**src/rtl/andla_exram_addr_rf_pkg.sv**
```systemverilog
// Shared definitions for the exram base-address register file:
// default bus widths, per-entry CSR widths and the register-bus address map.
package andla_exram_addr_rf_pkg;

  // Default register-bus geometry.
  localparam int EXRAM_DATA_W    = 32;
  localparam int EXRAM_ENTRY_NUM = 8;
  localparam int EXRAM_ADDR_W    = 4;

  // Each live base address spans two bus words (MSB word : LSB word).
  localparam int CSR_EXRAM_BASED_ADDR_BITWIDTH   = 2 * EXRAM_DATA_W;
  localparam int CSR_EXRAM_BASED_ADDR_0_BITWIDTH = CSR_EXRAM_BASED_ADDR_BITWIDTH;
  localparam int CSR_EXRAM_BASED_ADDR_1_BITWIDTH = CSR_EXRAM_BASED_ADDR_BITWIDTH;
  localparam int CSR_EXRAM_BASED_ADDR_2_BITWIDTH = CSR_EXRAM_BASED_ADDR_BITWIDTH;
  localparam int CSR_EXRAM_BASED_ADDR_3_BITWIDTH = CSR_EXRAM_BASED_ADDR_BITWIDTH;
  localparam int CSR_EXRAM_BASED_ADDR_4_BITWIDTH = CSR_EXRAM_BASED_ADDR_BITWIDTH;
  localparam int CSR_EXRAM_BASED_ADDR_5_BITWIDTH = CSR_EXRAM_BASED_ADDR_BITWIDTH;
  localparam int CSR_EXRAM_BASED_ADDR_6_BITWIDTH = CSR_EXRAM_BASED_ADDR_BITWIDTH;
  localparam int CSR_EXRAM_BASED_ADDR_7_BITWIDTH = CSR_EXRAM_BASED_ADDR_BITWIDTH;

  // Address map: entry n occupies words STRIDE*n + {LSB_OFS, MSB_OFS}.
  localparam int CSR_EXRAM_BASED_ADDR_STRIDE  = 2;
  localparam int CSR_EXRAM_BASED_ADDR_LSB_OFS = 0;
  localparam int CSR_EXRAM_BASED_ADDR_MSB_OFS = 1;

  // Word address of the LSB half of entry n.
  function automatic int exram_lsb_addr(input int n);
    return n * CSR_EXRAM_BASED_ADDR_STRIDE + CSR_EXRAM_BASED_ADDR_LSB_OFS;
  endfunction

  // Word address of the MSB half of entry n.
  function automatic int exram_msb_addr(input int n);
    return n * CSR_EXRAM_BASED_ADDR_STRIDE + CSR_EXRAM_BASED_ADDR_MSB_OFS;
  endfunction

endpackage

```
**src/rtl/andla_exram_addr_rf_entry.sv**
```systemverilog
// One exram base-address entry: LSB shadow, staged 64-bit value, pending
// flag and the live value seen by the consumer.
//
// Update protocol:
//   - An LSB write only lands in the shadow; nothing visible changes.
//   - An MSB write combines {wdata, shadow} into staged. If the consumer is
//     idle (i_busy=0) in that cycle the value goes straight to live on the
//     same edge; otherwise pend is set and live waits.
//   - While pend=1, live is loaded from staged on the first edge at which
//     i_busy is sampled 0. A later MSB write while pending just replaces
//     staged (last write wins) and leaves pend set.
module andla_exram_addr_entry
  import andla_exram_addr_rf_pkg::*;
#(
  parameter int DATA_W = EXRAM_DATA_W
) (
  input  logic                clk,
  input  logic                rst,
  input  logic                i_lsb_we,
  input  logic                i_msb_we,
  input  logic [DATA_W-1:0]   i_wdata,
  input  logic                i_busy,
  output logic [2*DATA_W-1:0] o_live,
  output logic                o_pend
);

  logic [DATA_W-1:0]   r_lsb_shadow;
  logic [2*DATA_W-1:0] r_staged;
  logic [2*DATA_W-1:0] r_live;
  logic                r_pend;
  logic [2*DATA_W-1:0] w_new_value;

  // Value an MSB write would commit: new upper word over the shadowed lower word.
  assign w_new_value = {i_wdata, r_lsb_shadow};

  // LSB shadow capture; independent of pend so staged is never disturbed.
  always_ff @(posedge clk or posedge rst) begin
    if (rst) begin
      r_lsb_shadow <= '0;
    end else if (i_lsb_we) begin
      r_lsb_shadow <= i_wdata;
    end
  end

  // Staged value: every MSB write overwrites it, pending or not.
  always_ff @(posedge clk or posedge rst) begin
    if (rst) begin
      r_staged <= '0;
    end else if (i_msb_we) begin
      r_staged <= w_new_value;
    end
  end

  // Pend flag and live value: immediate commit when idle, deferred when busy.
  always_ff @(posedge clk or posedge rst) begin
    if (rst) begin
      r_pend <= 1'b0;
      r_live <= '0;
    end else if (i_msb_we) begin
      if (i_busy) begin
        r_pend <= 1'b1;
      end else begin
        r_pend <= 1'b0;
        r_live <= w_new_value;
      end
    end else if (r_pend && !i_busy) begin
      r_pend <= 1'b0;
      r_live <= r_staged;
    end
  end

  assign o_live = r_live;
  assign o_pend = r_pend;

endmodule

```
**src/rtl/andla_exram_addr_rf.sv**
```systemverilog
// Exram base-address register file. Holds ENTRY_NUM 64-bit base addresses
// written as two 32-bit bus words and applies them to the consumer only
// when it is not mid-job.
//
// Bus handshake: a request is the single-cycle assertion of sfr_req with
// sfr_we/sfr_addr/sfr_wdata valid in that same cycle. There is no ready or
// back-pressure: every request is accepted on the edge where it is sampled
// and acknowledged by sfr_ack=1 during the following cycle, so requests may
// be issued on every cycle and are acknowledged in order. sfr_rdata carries
// the read word while sfr_ack=1 for a read and is 0 at all other times.
// Reads always return the live values, never shadow or staged data.
//
// The output port list is fixed at eight entries; ENTRY_NUM is expected to
// stay at its default of 8.
module andla_exram_addr_rf
  import andla_exram_addr_rf_pkg::*;
#(
  parameter int DATA_W    = EXRAM_DATA_W,
  parameter int ENTRY_NUM = EXRAM_ENTRY_NUM,
  parameter int ADDR_W    = EXRAM_ADDR_W
) (
  input  logic                clk,
  input  logic                rst,
  input  logic                sfr_req,
  input  logic                sfr_we,
  input  logic [ADDR_W-1:0]   sfr_addr,
  input  logic [DATA_W-1:0]   sfr_wdata,
  output logic                sfr_ack,
  output logic [DATA_W-1:0]   sfr_rdata,
  input  logic                csr_busy,
  output logic                pend_any,
  output logic [2*DATA_W-1:0] rf_csr_exram_based_addr_0,
  output logic [2*DATA_W-1:0] rf_csr_exram_based_addr_1,
  output logic [2*DATA_W-1:0] rf_csr_exram_based_addr_2,
  output logic [2*DATA_W-1:0] rf_csr_exram_based_addr_3,
  output logic [2*DATA_W-1:0] rf_csr_exram_based_addr_4,
  output logic [2*DATA_W-1:0] rf_csr_exram_based_addr_5,
  output logic [2*DATA_W-1:0] rf_csr_exram_based_addr_6,
  output logic [2*DATA_W-1:0] rf_csr_exram_based_addr_7
);

  logic                r_ack;
  logic [DATA_W-1:0]   r_rdata;
  logic [DATA_W-1:0]   w_rd_data;
  logic                w_wr;
  logic [ENTRY_NUM-1:0] w_lsb_we;
  logic [ENTRY_NUM-1:0] w_msb_we;
  logic [ENTRY_NUM-1:0] w_pend;
  logic [2*DATA_W-1:0] w_live [ENTRY_NUM];

  assign w_wr = sfr_req && sfr_we;

  // Per-entry write decode and entry storage.
  for (genvar n = 0; n < ENTRY_NUM; n++) begin : g_entry
    assign w_lsb_we[n] = w_wr && (sfr_addr == ADDR_W'(exram_lsb_addr(n)));
    assign w_msb_we[n] = w_wr && (sfr_addr == ADDR_W'(exram_msb_addr(n)));

    andla_exram_addr_entry #(
      .DATA_W (DATA_W)
    ) u_entry (
      .clk      (clk),
      .rst      (rst),
      .i_lsb_we (w_lsb_we[n]),
      .i_msb_we (w_msb_we[n]),
      .i_wdata  (sfr_wdata),
      .i_busy   (csr_busy),
      .o_live   (w_live[n]),
      .o_pend   (w_pend[n])
    );
  end

  // Read mux: select the addressed half of the live value (pre-edge state).
  always_comb begin
    w_rd_data = '0;
    for (int n = 0; n < ENTRY_NUM; n++) begin
      if (sfr_addr == ADDR_W'(exram_lsb_addr(n))) begin
        w_rd_data = w_live[n][DATA_W-1:0];
      end
      if (sfr_addr == ADDR_W'(exram_msb_addr(n))) begin
        w_rd_data = w_live[n][2*DATA_W-1:DATA_W];
      end
    end
  end

  // Acknowledge and read-data register: one cycle after each request,
  // data only for reads.
  always_ff @(posedge clk or posedge rst) begin
    if (rst) begin
      r_ack   <= 1'b0;
      r_rdata <= '0;
    end else begin
      r_ack   <= sfr_req;
      r_rdata <= (sfr_req && !sfr_we) ? w_rd_data : '0;
    end
  end

  assign sfr_ack   = r_ack;
  assign sfr_rdata = r_rdata;
  assign pend_any  = |w_pend;

  assign rf_csr_exram_based_addr_0 = w_live[0];
  assign rf_csr_exram_based_addr_1 = w_live[1];
  assign rf_csr_exram_based_addr_2 = w_live[2];
  assign rf_csr_exram_based_addr_3 = w_live[3];
  assign rf_csr_exram_based_addr_4 = w_live[4];
  assign rf_csr_exram_based_addr_5 = w_live[5];
  assign rf_csr_exram_based_addr_6 = w_live[6];
  assign rf_csr_exram_based_addr_7 = w_live[7];

endmodule
```
**config.mk**
```make
export PLATFORM = sky130hd
export DESIGN_NAME = andla_exram_addr_rf
export DESIGN_NICKNAME = d
export VERILOG_FILES = /design/src/rtl/andla_exram_addr_rf_pkg.sv /design/src/rtl/andla_exram_addr_rf_entry.sv /design/src/rtl/andla_exram_addr_rf.sv
export SDC_FILE = /design/constraint.sdc
export NUM_CORES = 2
export LEC_CHECK = 0
export BUFFER_PORTS_ARGS = -buffer_cell sky130_fd_sc_hd__clkbuf_2
export CAP_MARGIN = 0
export CORE_MARGIN = 4
export CORE_UTILIZATION = 46
export CTS_CLUSTER_DIAMETER = 60
export CTS_CLUSTER_SIZE = 25
export DETAILED_ROUTE_END_ITERATION = 12
export SKIP_LAST_GASP = 1
export SYNTH_ARGS = -nofsm -noshare
export SYNTH_HDL_FRONTEND = slang
export SYNTH_SLANG_ARGS = --single-unit
```
**constraint.sdc**
```tcl
create_clock -name clk -period 46.7 [get_ports clk]
set_clock_uncertainty 0.15 [all_clocks]
set_input_delay 4.67 -clock clk [delete_from_list [all_inputs] [get_ports clk]]
set_output_delay 4.67 -clock clk [all_outputs]
set_load 0.1 [all_outputs]
```
==> metrics.cfg <==
[run_status]
status = complete, no violations

[synthesis]
synth_ff_type = dfrtp_1
synth_xor_xnor_area_share_pct = 0
yosys.area_share.simple_pct = 2.38
synth_top_area_share_pct = 60.9
synth_area_leaders = dfrtp_1 (61%), mux2_2 (24%), mux2_4 (2.7%)
synth_area_per_cell_um2 = 14.8
yosys_warnings = 0
synth_edf_count = 0
yosys-top-cells-count = dfrtp_1 (1321), mux2_2 (1164), buf_2 (159), o21ai_0 (118), a21oi_1 (100)
syn_area_um2 = 54300
synth-seq-area-share_pct = 60.9
synth_cells = 3678
yosys_register_bits = 1321
synth_fp_nets = 3719
yosysTopAreaCell = dfrtp_1
synth_mux_area_share_pct = 28.4
ys_types = 76
synth_compound_area_share_pct = 5.65
async_flop_share_pct = 100
synthAdderAreaFrac_pct = 0
yosysMostFrequentCell = dfrtp_1
synth_top_family_by_area = multiplexers

[worst_setup_path]
cp_num_buf_inv = 6
cp_slowest_stage_delay_ns = 0.64
cpMaxStageDelayCell = buf_4
r2r_setup_slack_ns = 43.97
path_max_fanout = 44
cp_data_required_time_ns = 47.15
crit_type = in -> reg
arrival_ns = 8.60
startpoint_type = input port
crit_path_frequent_cell = buf_4
crit_family = buffers and inverters
crit_path_end_kind = flop
crit_chain = buf_4 -> buf_4 -> buf_4 -> nand2_1 -> buf_4 -> nor3_2 -> buf_4 -> buf_4 -> mux2_2 -> mux2_2

[placed_design]
io_buffers = 586
hpwl_mm = 130
place_ws_ns = 37.84
place.gp.congestion = 0.944

[power]
comb_power_share_pct = 22.9
p_leak_nw = 31.0
internal-power_mw = 2.04
seq_power_share_pct = 43.9
clkPwrFrac_pct = 33.1
power_density_nw_per_um2 = 50.8
ir_drop_mv = 0.0348
total_power_mw = 3.20
swShare_pct = 36.0
netSwitchingPower_mw = 1.15

[timing]
worst_pin_slew_ns = 1.16
finalCriticalPeriod_ns = 8.15
slew_headroom_pct = 22.9
fin_setup_tns_ns = 0
fmax_ghz = 0.123
rsz0062_at_grt = no
hold_viol = 0
setup_slack_ns = 38.55
post-route-period-util_pct = 17.4
slew_viol_final = 0
setup_viol = 0

[global_routing]
overflow = 0
grt_max_degree = 174
track_usage_pct = 30.6
antenna_found_initial = 5
grt_pass1_vias = 34700
grt_pass1_wl_mm = 268

[cells_and_area]
area_growth_syn_to_layout_pct = 16.0
nFillCells = 9871
post-route-util_pct = 53.9
num-nets-final = 4240
drive_above_1_share_pct = 51.4

[route]
vias = 34700
drc = 0
firstDrtPassIters = 5
vias_per_cell = 5.95
drt-total-wl_mm = 191
first_iter_violations = 3015
routedWlPerCell_um = 32.8
ant_nets = 0

[floorplan]
rows = 125
coreArea_um2 = 117000
die_area_um2 = 124000
pin_count = 587
die_y_um = 351
initial_utilization_pct = 46.5
die_x_um = 351

[clocking]
post_cts_buffers = 0
tritoncts = built
cts_buffers = 119
h-tree-depth = 3
cts_root_buf = clkbuf_16
insertion_delay_ns = 0.73
cts_max_path_buffers = 3
path_clk_slew_ns = 0.07
postCtsHoldBufs = 0
cts_sinks = 1321
postCtsResizedCells = 0

[worst_hold_path]
holdCritPathClass = reg -> reg

[flow_run]
maxCapViolCount = 0

cells in the final DEF, fill, tap and decap left out, types with 11 or more instances in the layout:
cell type  synthesis  routed
a211oi_1          14      14
a21o_1            12      12
a21oi_1          100      99
a221oi_1          20      20
a22oi_1           27      27
a31oi_1           11      11
buf_4              6      90
clkbuf_16          0     123
clkbuf_2           0     582
clkinv_4           0      19
clkinv_8           0      13
dfrtp_1         1321    1321
inv_1             15      14
inv_6              0      21
inv_8              0      16
mux2_1            26      26
mux2_2          1164    1164
mux2_4            96      96
mux2i_1           38      38
nand2_1           90      90
nand3_1           13      13
nor2_1            56      55
nor2b_1           21      15
o211ai_1          12      12
o21ai_0          118     118
o22a_1            17      17
o22ai_1           41      41
cells by family (layout without fill, tap and decap cells):
kind of cell	Yosys count	in the layout
DFF	1321	1321
AOI/OAI and AO/OA	467	467
buffers and inverters	294	921
other	0	1
and+or+nand+nor	263	263
muxes	1333	1333
path summary, 6_finish.rpt:
check / start / to / depth (start not counted)
max: sfr_addr[2] / g_entry[6].u_entry.o_live[6] / 10
min: g_entry[2].u_entry.r_lsb_shadow[27] / g_entry[2].u_entry.r_lsb_shadow[27] / 1
max reg2reg: g_entry[4].u_entry.o_pend / g_entry[4].u_entry.o_live[41] / 5
min reg2reg: g_entry[2].u_entry.r_lsb_shadow[27] / g_entry[2].u_entry.r_lsb_shadow[27] / 1
max in group asynchronous: rst / g_entry[6].u_entry.r_staged[43] / 5
min in group asynchronous: rst / g_entry[0].u_entry.r_staged[21] / 2
metrics by stage:
stage	instance area, um^2	cells	hold WS, ns
3_5_place_dp	58700	5602	0.318
6_report	62900	5830	0.334
3_3_place_gp	58700	5602	0.316
5_1_grt	62900	5829	0.350
4_1_cts	62900	5829	0.338
2_1_floorplan	54300	3678	0.302
flip-flops by register name (all words and copies together) (netlist names):
name / count
g_entry.u_entry.o_live: 512
g_entry.u_entry.r_staged: 512
g_entry.u_entry.r_lsb_shadow: 256
sfr_rdata: 32
g_entry.u_entry.o_pend: 8
sfr_ack: 1
power by group through the flow:
| stage | clock network [mW] | logic (mW) | registers [mW] |
|---|---|---|---|
| floorplan | 0 | 0.228 | 1.75 |
| global placement | 0 | 0.727 | 1.42 |
| detailed placement | 0 | 0.734 | 1.43 |
| CTS | 1.07 | 0.736 | 1.40 |
| global route | 1.12 | 0.763 | 1.42 |
| finish | 1.06 | 0.733 | 1.40 |
routing by layer:
layer,up-vias,track usage [%],share of wire (%)
li1,14400,-,-
met1,18700,40.4,40
met2,1324,50.9,49
met3,285,5.83,6.8
met4,0,10.9,4.1
met5,-,0,0
cell type report:
type | instances | area [um^2] | area share, %
antenna | 1 | 2.50 | 0.00398
clock buffer | 134 | 3190 | 5.07
clock inverter | 93 | 1090 | 1.73
inverter | 18 | 75.1 | 0.119
multi-input combinational | 2063 | 20000 | 31.7
sequential | 1321 | 33100 | 52.5
tap | 1524 | 1910 | 3.03
timing repair buffer | 676 | 3650 | 5.81
Note: power is estimated with default switching activity, not from simulation.
